<file path="config.mk">
export PLATFORM = sky130hd
export DESIGN_NAME = if_fetch_unit
export DESIGN_NICKNAME = d
export VERILOG_FILES = /design/src/rtl/mips_pkg.sv /design/src/rtl/if_id_reg.sv /design/src/rtl/if_fetch_unit.sv
export SDC_FILE = /design/constraint.sdc
export NUM_CORES = 1
export LEC_CHECK = 0
export ABC_AREA = 1
export BUFFER_PORTS_ARGS = -buffer_cell sky130_fd_sc_hd__buf_2
export CAP_MARGIN = 20
export CORE_ASPECT_RATIO = 1.5
export CORE_MARGIN = 2
export CORE_UTILIZATION = 38
export CTS_BUF_LIST = sky130_fd_sc_hd__clkbuf_16
export CTS_CLUSTER_DIAMETER = 50
export CTS_CLUSTER_SIZE = 20
export DETAILED_ROUTE_END_ITERATION = 10
export GPL_ROUTABILITY_DRIVEN = 0
export PLACE_DENSITY_LB_ADDON = 0.2
export SLEW_MARGIN = 20
export SYNTH_ARGS = -nofsm -noshare
export SYNTH_HDL_FRONTEND = slang
export SYNTH_HIERARCHICAL = 1
export SYNTH_SLANG_ARGS = --single-unit
</file>
<file path="constraint.sdc">
create_clock -name clk -period 1.8 [get_ports clk]
set_clock_uncertainty 0.05 [all_clocks]
set_input_delay 0.36 -clock clk [delete_from_list [all_inputs] [get_ports clk]]
set_output_delay 0.36 -clock clk [all_outputs]
set_load 0.02 [all_outputs]
</file>
<file path="src/rtl/mips_pkg.sv">
`default_nettype none
// ============================================================================
// Module      : mips_pkg
// Description : Shared constants for the MIPS pipeline front end.
// Revision    : 1.0 - initial release
// ============================================================================
package mips_pkg;

  localparam logic [31:0] RESET_PC   = 32'h0000_3000;
  localparam logic [31:0] NOP_INSTR  = 32'h0000_0000;
  localparam logic [31:0] WORD_BYTES = 32'd4;

endpackage : mips_pkg
`default_nettype wire

</file>
<file path="src/rtl/if_id_reg.sv">
`default_nettype none
// ============================================================================
// Module      : if_id_reg
// Description : IF/ID pipeline register with stall (hold) and flush (squash
//               to a nop bubble). Flush overrides stall.
// Revision    : 1.0 - initial release
// ============================================================================
module if_id_reg
  import mips_pkg::*;
#(
  parameter logic [31:0] RESET_PC_VAL = mips_pkg::RESET_PC
) (
  input  logic        clk,
  input  logic        rst_n,
  input  logic        stall,
  input  logic        flush,
  input  logic [31:0] fetch_pc,
  input  logic [31:0] fetch_pc4,
  input  logic [31:0] fetch_instr,
  input  logic        fetch_oor,
  output logic [31:0] if_id_instr,
  output logic [31:0] if_id_pc,
  output logic [31:0] if_id_pc4,
  output logic        if_id_valid,
  output logic        if_id_oor
);

  logic [31:0] instr_q, instr_d;
  logic [31:0] pc_q, pc_d;
  logic [31:0] pc4_q, pc4_d;
  logic        valid_q, valid_d;
  logic        oor_q, oor_d;

  // Next-state selection: flush bubble, stall hold, or normal capture.
  always_comb begin
    instr_d = instr_q;
    pc_d    = pc_q;
    pc4_d   = pc4_q;
    valid_d = valid_q;
    oor_d   = oor_q;
    if (flush) begin
      instr_d = NOP_INSTR;
      pc_d    = fetch_pc;
      pc4_d   = fetch_pc4;
      valid_d = 1'b0;
      oor_d   = 1'b0;
    end else if (!stall) begin
      instr_d = fetch_instr;
      pc_d    = fetch_pc;
      pc4_d   = fetch_pc4;
      valid_d = 1'b1;
      oor_d   = fetch_oor;
    end
  end

  // Register bank with asynchronous reset to an empty nop slot.
  always_ff @(posedge clk or negedge rst_n) begin
    if (!rst_n) begin
      instr_q <= NOP_INSTR;
      pc_q    <= RESET_PC_VAL;
      pc4_q   <= RESET_PC_VAL + WORD_BYTES;
      valid_q <= 1'b0;
      oor_q   <= 1'b0;
    end else begin
      instr_q <= instr_d;
      pc_q    <= pc_d;
      pc4_q   <= pc4_d;
      valid_q <= valid_d;
      oor_q   <= oor_d;
    end
  end

  assign if_id_instr = instr_q;
  assign if_id_pc    = pc_q;
  assign if_id_pc4   = pc4_q;
  assign if_id_valid = valid_q;
  assign if_id_oor   = oor_q;

endmodule : if_id_reg
`default_nettype wire

</file>
<file path="src/rtl/if_fetch_unit.sv">
`default_nettype none
// ============================================================================
// Module      : if_fetch_unit
// Description : IF stage - program counter, instruction memory addressing and
//               IF/ID capture with stall, redirect and flush handling.
//               Optional macro IF_PERF_CNT_EN adds fetch/stall counters.
// Revision    : 1.0 - initial release
// ============================================================================
module if_fetch_unit
  import mips_pkg::*;
#(
  parameter logic [31:0] RESET_PC = mips_pkg::RESET_PC,
  parameter int          IM_AW    = 10
) (
  input  logic             clk,
  input  logic             rst_n,
  input  logic             stall,
  input  logic             flush,
  input  logic             redirect_valid,
  input  logic [31:0]      redirect_pc,
  output logic [IM_AW-1:0] im_addr,
  input  logic [31:0]      im_instr,
  output logic [31:0]      pc,
  output logic [31:0]      if_id_instr,
  output logic [31:0]      if_id_pc,
  output logic [31:0]      if_id_pc4,
  output logic             if_id_valid,
`ifdef IF_PERF_CNT_EN
  output logic [31:0]      fetch_cnt,
  output logic [31:0]      stall_cnt,
`endif
  output logic             if_id_oor
);

  logic [31:0] pc_q, pc_d;
  logic [31:0] pc_plus4;
  logic        oor_now;
  logic [31:0] fetch_instr;

  assign pc_plus4 = pc_q + WORD_BYTES;
  assign im_addr  = pc_q[IM_AW+1:2];
  assign pc       = pc_q;

  // Out-of-range: misaligned, or upper bits leave the window RESET_PC sits in.
  assign oor_now = (pc_q[1:0] != 2'b00) ||
                   (pc_q[31:IM_AW+2] != RESET_PC[31:IM_AW+2]);

  // An out-of-range fetch is replaced by a nop so garbage never reaches ID.
  assign fetch_instr = oor_now ? NOP_INSTR : im_instr;

  // Next-PC priority: flush, redirect (even under stall), stall, sequential.
  always_comb begin
    pc_d = pc_plus4;
    if (flush) begin
      pc_d = pc_plus4;
    end else if (redirect_valid) begin
      pc_d = redirect_pc;
    end else if (stall) begin
      pc_d = pc_q;
    end
  end

  // PC register.
  always_ff @(posedge clk or negedge rst_n) begin
    if (!rst_n) begin
      pc_q <= RESET_PC;
    end else begin
      pc_q <= pc_d;
    end
  end

  if_id_reg #(
    .RESET_PC_VAL (RESET_PC)
  ) u_if_id_reg (
    .clk         (clk),
    .rst_n       (rst_n),
    .stall       (stall),
    .flush       (flush),
    .fetch_pc    (pc_q),
    .fetch_pc4   (pc_plus4),
    .fetch_instr (fetch_instr),
    .fetch_oor   (oor_now),
    .if_id_instr (if_id_instr),
    .if_id_pc    (if_id_pc),
    .if_id_pc4   (if_id_pc4),
    .if_id_valid (if_id_valid),
    .if_id_oor   (if_id_oor)
  );

`ifdef IF_PERF_CNT_EN
  logic [31:0] fetch_cnt_q, fetch_cnt_d;
  logic [31:0] stall_cnt_q, stall_cnt_d;

  // Count valid IF/ID loads and stalled (non-flushed) cycles; both wrap.
  always_comb begin
    fetch_cnt_d = fetch_cnt_q;
    stall_cnt_d = stall_cnt_q;
    if (!flush && !stall) begin
      fetch_cnt_d = fetch_cnt_q + 32'd1;
    end
    if (stall && !flush) begin
      stall_cnt_d = stall_cnt_q + 32'd1;
    end
  end

  // Performance counter registers.
  always_ff @(posedge clk or negedge rst_n) begin
    if (!rst_n) begin
      fetch_cnt_q <= 32'd0;
      stall_cnt_q <= 32'd0;
    end else begin
      fetch_cnt_q <= fetch_cnt_d;
      stall_cnt_q <= stall_cnt_d;
    end
  end

  assign fetch_cnt = fetch_cnt_q;
  assign stall_cnt = stall_cnt_q;
`endif

endmodule : if_fetch_unit
`default_nettype wire

</file>
---- After elaboration in Yosys (flattened, before gate mapping) ----
Cells that the tools add are included.
storage, ports and cells
  bits in registers ....................... 130
  bits in latches ......................... 0
  bits in writable memories ............... 0
  bits in read-only memories .............. 0
  bits of input ports ..................... 69
  output and inout port bits .............. 140
  logic and storage cells ................. 25
  memories kept ........................... 0
operators by class
  $add $sub $neg .......................... 1
  multipliers ............................. 0
  divide/modulo/power cells ............... 0
  $lt $le $gt $ge ......................... 0
  eq/ne operators ......................... 3
  shifts and indexed selects .............. 0
  multiplexer cells ....................... 13
  bitwise logic cells ..................... 0
  reduce and logical (&&, ||, !) cells .... 2
operators with widths
  operator                                         number
  2-to-1 mux 32 bit                                9
  adder 32 x 3 -> 32 bit (second input constant)   1
  != test 20 x 2 -> 1 bit (second input constant)  1
  2-to-1 mux 1 bit                                 4
  != test 3 x 1 -> 1 bit (second input constant)   1
  != test 2 x 1 -> 1 bit (second input constant)   1
  nonzero test 2 bit                               1
  logical OR 1 bit                                 1

---- Logic depth before layout (Yosys ltp) ----
  depth in word-level cells ............... 5
  mapped depth ............................ 10
  depth with buffers taken out ............ 10

---- Cells and area by module ----
Netlist, hierarchy kept.
by module, submodules not included
  module         instances  cells each  area an instance (µm²)  sequential area each (µm²)
  if_id_reg      1          428         3965.1                  2458.6
  if_fetch_unit  1          489         2881.5                  803.3

---- Worst setup path before layout ----
No wires, ideal clock.
  path type ............................... reg-to-reg
  start point ............................. register pc_q[3] (netlist: pc[3])
  end point ............................... register pc_q[26] (netlist: pc[26])
  library setup time ...................... 0.117 ns
  arrival time ............................ 1.479 ns
  data required time ...................... 1.633 ns
  setup slack ............................. 0.154 ns
  stages on the path, launching flop included .. 11
  path buffers ............................ 0
  clock period less this slack ............ 1.646 ns
  path through ............................ dfrtp_1 > ha_1 > nand2_1 > nor2_2 > nand2_2 > nor2_4 > nand2_1 > nand2_1 > nand3_1 > nand2_1 > nand2_1
between the ends
  word-level cells in the longest chain between the ends .. 4
ends and longest elaborated chain
  element                   RTL line             RTL
  from (decl)               if_fetch_unit.sv:35  logic [31:0] pc_q, pc_d;
  from (signal assigned)    if_fetch_unit.sv:68  pc_q <= pc_d;
  adder 32 x 3 -> 32 bit *  if_fetch_unit.sv:40  assign pc_plus4 = pc_q + WORD_BYTES;
  2-to-1 mux 32 bit         if_fetch_unit.sv:58  end else if (stall) begin
  2-to-1 mux 32 bit         if_fetch_unit.sv:56  end else if (redirect_valid) begin
  2-to-1 mux 32 bit *       if_fetch_unit.sv:54  if (flush) begin
Mark *: on every way between the ends. The rest lies on a longest branch, timed or not. The select of a mux whose other input is x is not followed.
A chain may end at the register's enable or synchronous reset.

---- Worst setup path in the final report ----
  start point ............................. register pc_q[25] (netlist: pc[25])
  end point ............................... output port pc[25]
RTL lines
  element    RTL line             RTL
  to (decl)  if_fetch_unit.sv:23  output logic [31:0] pc,
No word-level cell between the ends.

==> results.py <==
metrics = {
    "outcome": {
        "status": "complete, no violations",
    },
    "worst_setup_path": {
        "critPathRequiredTime_ps": 1390,
        "arrival_ps": 1270,
        "rr_worst_depth": 9,
        "end_kind": "output pin",
        "cp-start-kind": "flop",
        "path_max_fanout": 7,
        "worstSetupPathType": "reg2out",
        "reg2reg_slack_ps": 130,
    },
    "die": {
        "start_util": 0.3848,
        "die-height_um": 168.4,
        "core-area_um2": 17790,
        "die_w_um": 113.6,
        "rows": 60,
        "die_area_um2": 19130,
        "io_pins": 209,
    },
    "synth": {
        "synthCells": 917,
        "netlist_area_um2": 6847,
        "avgSynthCellArea_um2": 7.466,
        "yosysSeqAreaShare": 0.4764,
        "synth_top_area_cell": "dfrtp_1",
        "synth_top_family_by_area": "simple AND/OR/NAND/NOR gates",
        "ys_ff_latch": 130,
        "yosysUniqueCellTypes": 30,
        "synth_top_area_frac": 0.4496,
        "synth_mux_area_frac": 0,
        "synth_nets": 987,
        "synth-xor-area-share": 0.01023,
        "yosysWarnings": 6,
        "synth_compound_area_frac": 0.04094,
        "synthAdderAreaFrac": 0.001827,
        "ys_top_cells_by_area": "dfrtp_1 45%, nand2_1 17%, nand3_1 12%",
        "synthSimpleGateAreaFrac": 0.3692,
    },
    "power": {
        "comb_power_share": 0.287,
        "p_seq_frac": 0.366,
        "p_leak_nw": 5.045,
        "clkPwrFrac": 0.347,
        "switchingPower_mw": 3.743,
        "ir_worst_vdd_mv": 0.6026,
        "internal_power_mw": 6.577,
        "switching_share": 0.3627,
        "pwr_density_cell_nw_per_um2": 1165,
    },
    "grt": {
        "gr-total-overflow": 0,
        "antenna_found_initial": 0,
        "grt_pass1_wl_um": 34500,
        "grt_pass1_vias": 6620,
        "grtUsageTotal": 0.2286,
        "grt_max_degree": 67,
    },
    "final_layout": {
        "final_area_um2": 8861,
        "diodes": 0,
        "final_common_cell": "nand2_1",
        "nNetsFinal": 1199,
        "layout-drive-gt1-share": 0.2820,
        "syn_to_final_growth_pct": 29.42,
        "most-common-layout-cells": "313 x nand2_1, 206 x buf_2, 160 x nand3_1",
        "n_fill_cell": 1801,
    },
    "sta": {
        "hold_violations": 0,
        "rsz0062_at_grt": "no",
        "setup_ws_ps": 123.0,
        "slew_headroom": 0.6068,
        "setup_violations": 0,
        "fin_crit_sh": 0.9317,
        "tns_ps": 0,
        "slew_viol_final": 0,
        "worstMarginPinSlew_ps": 588.9,
        "period_needed_ps": 1677,
        "max_freq_mhz": 596.3,
    },
    "routing": {
        "ant_nets": 0,
        "drt_iter0_drc": 521,
        "first_pass_iters": 4,
        "drt-wirelength-per-cell_um": 15.85,
        "drt_wl_total_um": 21540,
        "via_per_inst": 4.920,
        "dr_total_vias": 6686,
        "drc_errors": 0,
    },
    "placement": {
        "port_buffers": 208,
        "preCtsSetupSlack_ps": 85.10,
        "place_area_um2": 8225,
        "dpl.hpwl_um": 15260,
    },
    "clock_network": {
        "htree_levels": 4,
        "clkLatencyLatePin_ps": 420,
        "cts_made_buffers": 17,
        "cts.sinks": 130,
        "cts_buffer_depth": 2,
        "cts_root_buf": "clkbuf_16",
        "cts_tree": "done",
        "clkTransAtPathRegs_ps": 60,
    },
    "hold_path": {
        "hold_depth": 3,
        "hold_class": "in2reg",
    },
    "job": {
        "cap_violations": 0,
    },
}
worst max-delay path: stages (launching register included):
cell and delay, ps:
dfrtp_1 520, buf_4 180, buf_2 150
metal layers:
layer / share of wire / vias up / wire [µm] / global-route usage
met2: 0.49 / 217 / 10560 / 0.3861
met1: 0.43 / 3122 / 9283 / 0.2874
met3: 0.050 / 38 / 1069 / 0.04212
li1: - / 3309 / - / -
met5: 0 / - / 0 / 0
met4: 0.029 / 0 / 624 / 0.09279
power groups by stage:
stage / logic (mW) / clock network, mW / registers (mW)
2_1_floorplan: 1.22 / 0 / 4.38
3_3_place_gp: 2.95 / 0 / 3.81
3_5_place_dp: 2.96 / 0 / 3.82
4_1_cts: 2.98 / 3.65 / 3.77
5_1_grt: 3.24 / 3.79 / 3.83
6_report: 2.96 / 3.58 / 3.78
metrics by stage:
stage                     total power [mW]    util  cells  hold WS, ps
after floorplan                      5.596       -    917        14.41
after global placement               6.760  0.4623   1326        292.8
after detailed placement             6.780  0.4623   1326        290.6
after CTS                            10.41  0.4972   1359        107.0
after global routing                 10.86  0.4980   1359        111.9
final                                10.32  0.4980   1359        111.0
registers in the layout, indices dropped and copies added (netlist names):
register / cells
pc: 32
u_if_id_reg/if_id_instr: 32
u_if_id_reg/if_id_pc4: 32
u_if_id_reg/if_id_pc: 32
u_if_id_reg/if_id_oor: 1
u_if_id_reg/if_id_valid: 1
logic make-up (layout without fill, tap and decap cells):
group	after synthesis	in the layout
AO/OA/AOI/OAI	53	53
XOR/XNOR	8	8
adder cells (fa/ha/maj)	1	1
buffers and inverters	145	370
flip-flops	130	130
AND/OR/NAND/NOR	580	580
repair_timing:
item / 4_1_cts / 5_1_grt
endpoints found under the hold margin: 42 / 0
buffers inserted: 0 / 0
hold buffers: 1 / 0
gates resized for setup: 0 / 7
setup endpoints to repair: 0 / 13
cell usage after synthesis:
| library cell | number |
|---|---|
| nor2_8 | 3 |
| ha_1 | 1 |
| buf_4 | 19 |
| nand2_4 | 2 |
| nand3b_1 | 1 |
| o21ai_2 | 1 |
| o21ai_0 | 32 |
| nand2_2 | 4 |
| nor2_4 | 4 |
| nand3_1 | 160 |
| inv_1 | 79 |
| clkbuf_1 | 8 |
| nor2_2 | 4 |
| nor2_1 | 80 |
| o21bai_1 | 1 |
| xor2_1 | 7 |
| nand4_1 | 4 |
| nand2_8 | 1 |
| o21ai_1 | 13 |
| buf_6 | 6 |
| and2_1 | 2 |
| dfrtp_1 | 123 |
| nand2_1 | 314 |
| xnor2_1 | 1 |
| o22ai_1 | 5 |
| o211ai_1 | 1 |
| buf_2 | 27 |
| nor3_1 | 1 |
| dfstp_2 | 7 |
| inv_2 | 6 |
worst paths after layout:
check / from / end
worst max-delay path: pc[25] / pc[25]
worst min-delay path: redirect_pc[0] / pc[0]
worst max register to register: pc[13] / pc[31]
worst min register to register: u_if_id_reg/if_id_pc4[2] / u_if_id_reg/if_id_pc4[2]
max in group asynchronous: rst_n / pc[19]
min in group asynchronous: rst_n / u_if_id_reg/if_id_instr[20]
area by class of cell:
class	count	area (µm²)	area share
well taps	217	271.5	0.03064
clock inverters	15	185.2	0.02090
flip-flops and latches	130	3264	0.3684
repair buffers	253	1490	0.1682
clock buffers	17	425.4	0.04801
inverters	85	321.6	0.03629
multi-input cells	642	2903	0.3276
No activity file was read; power rests on OpenSTA's default activity.
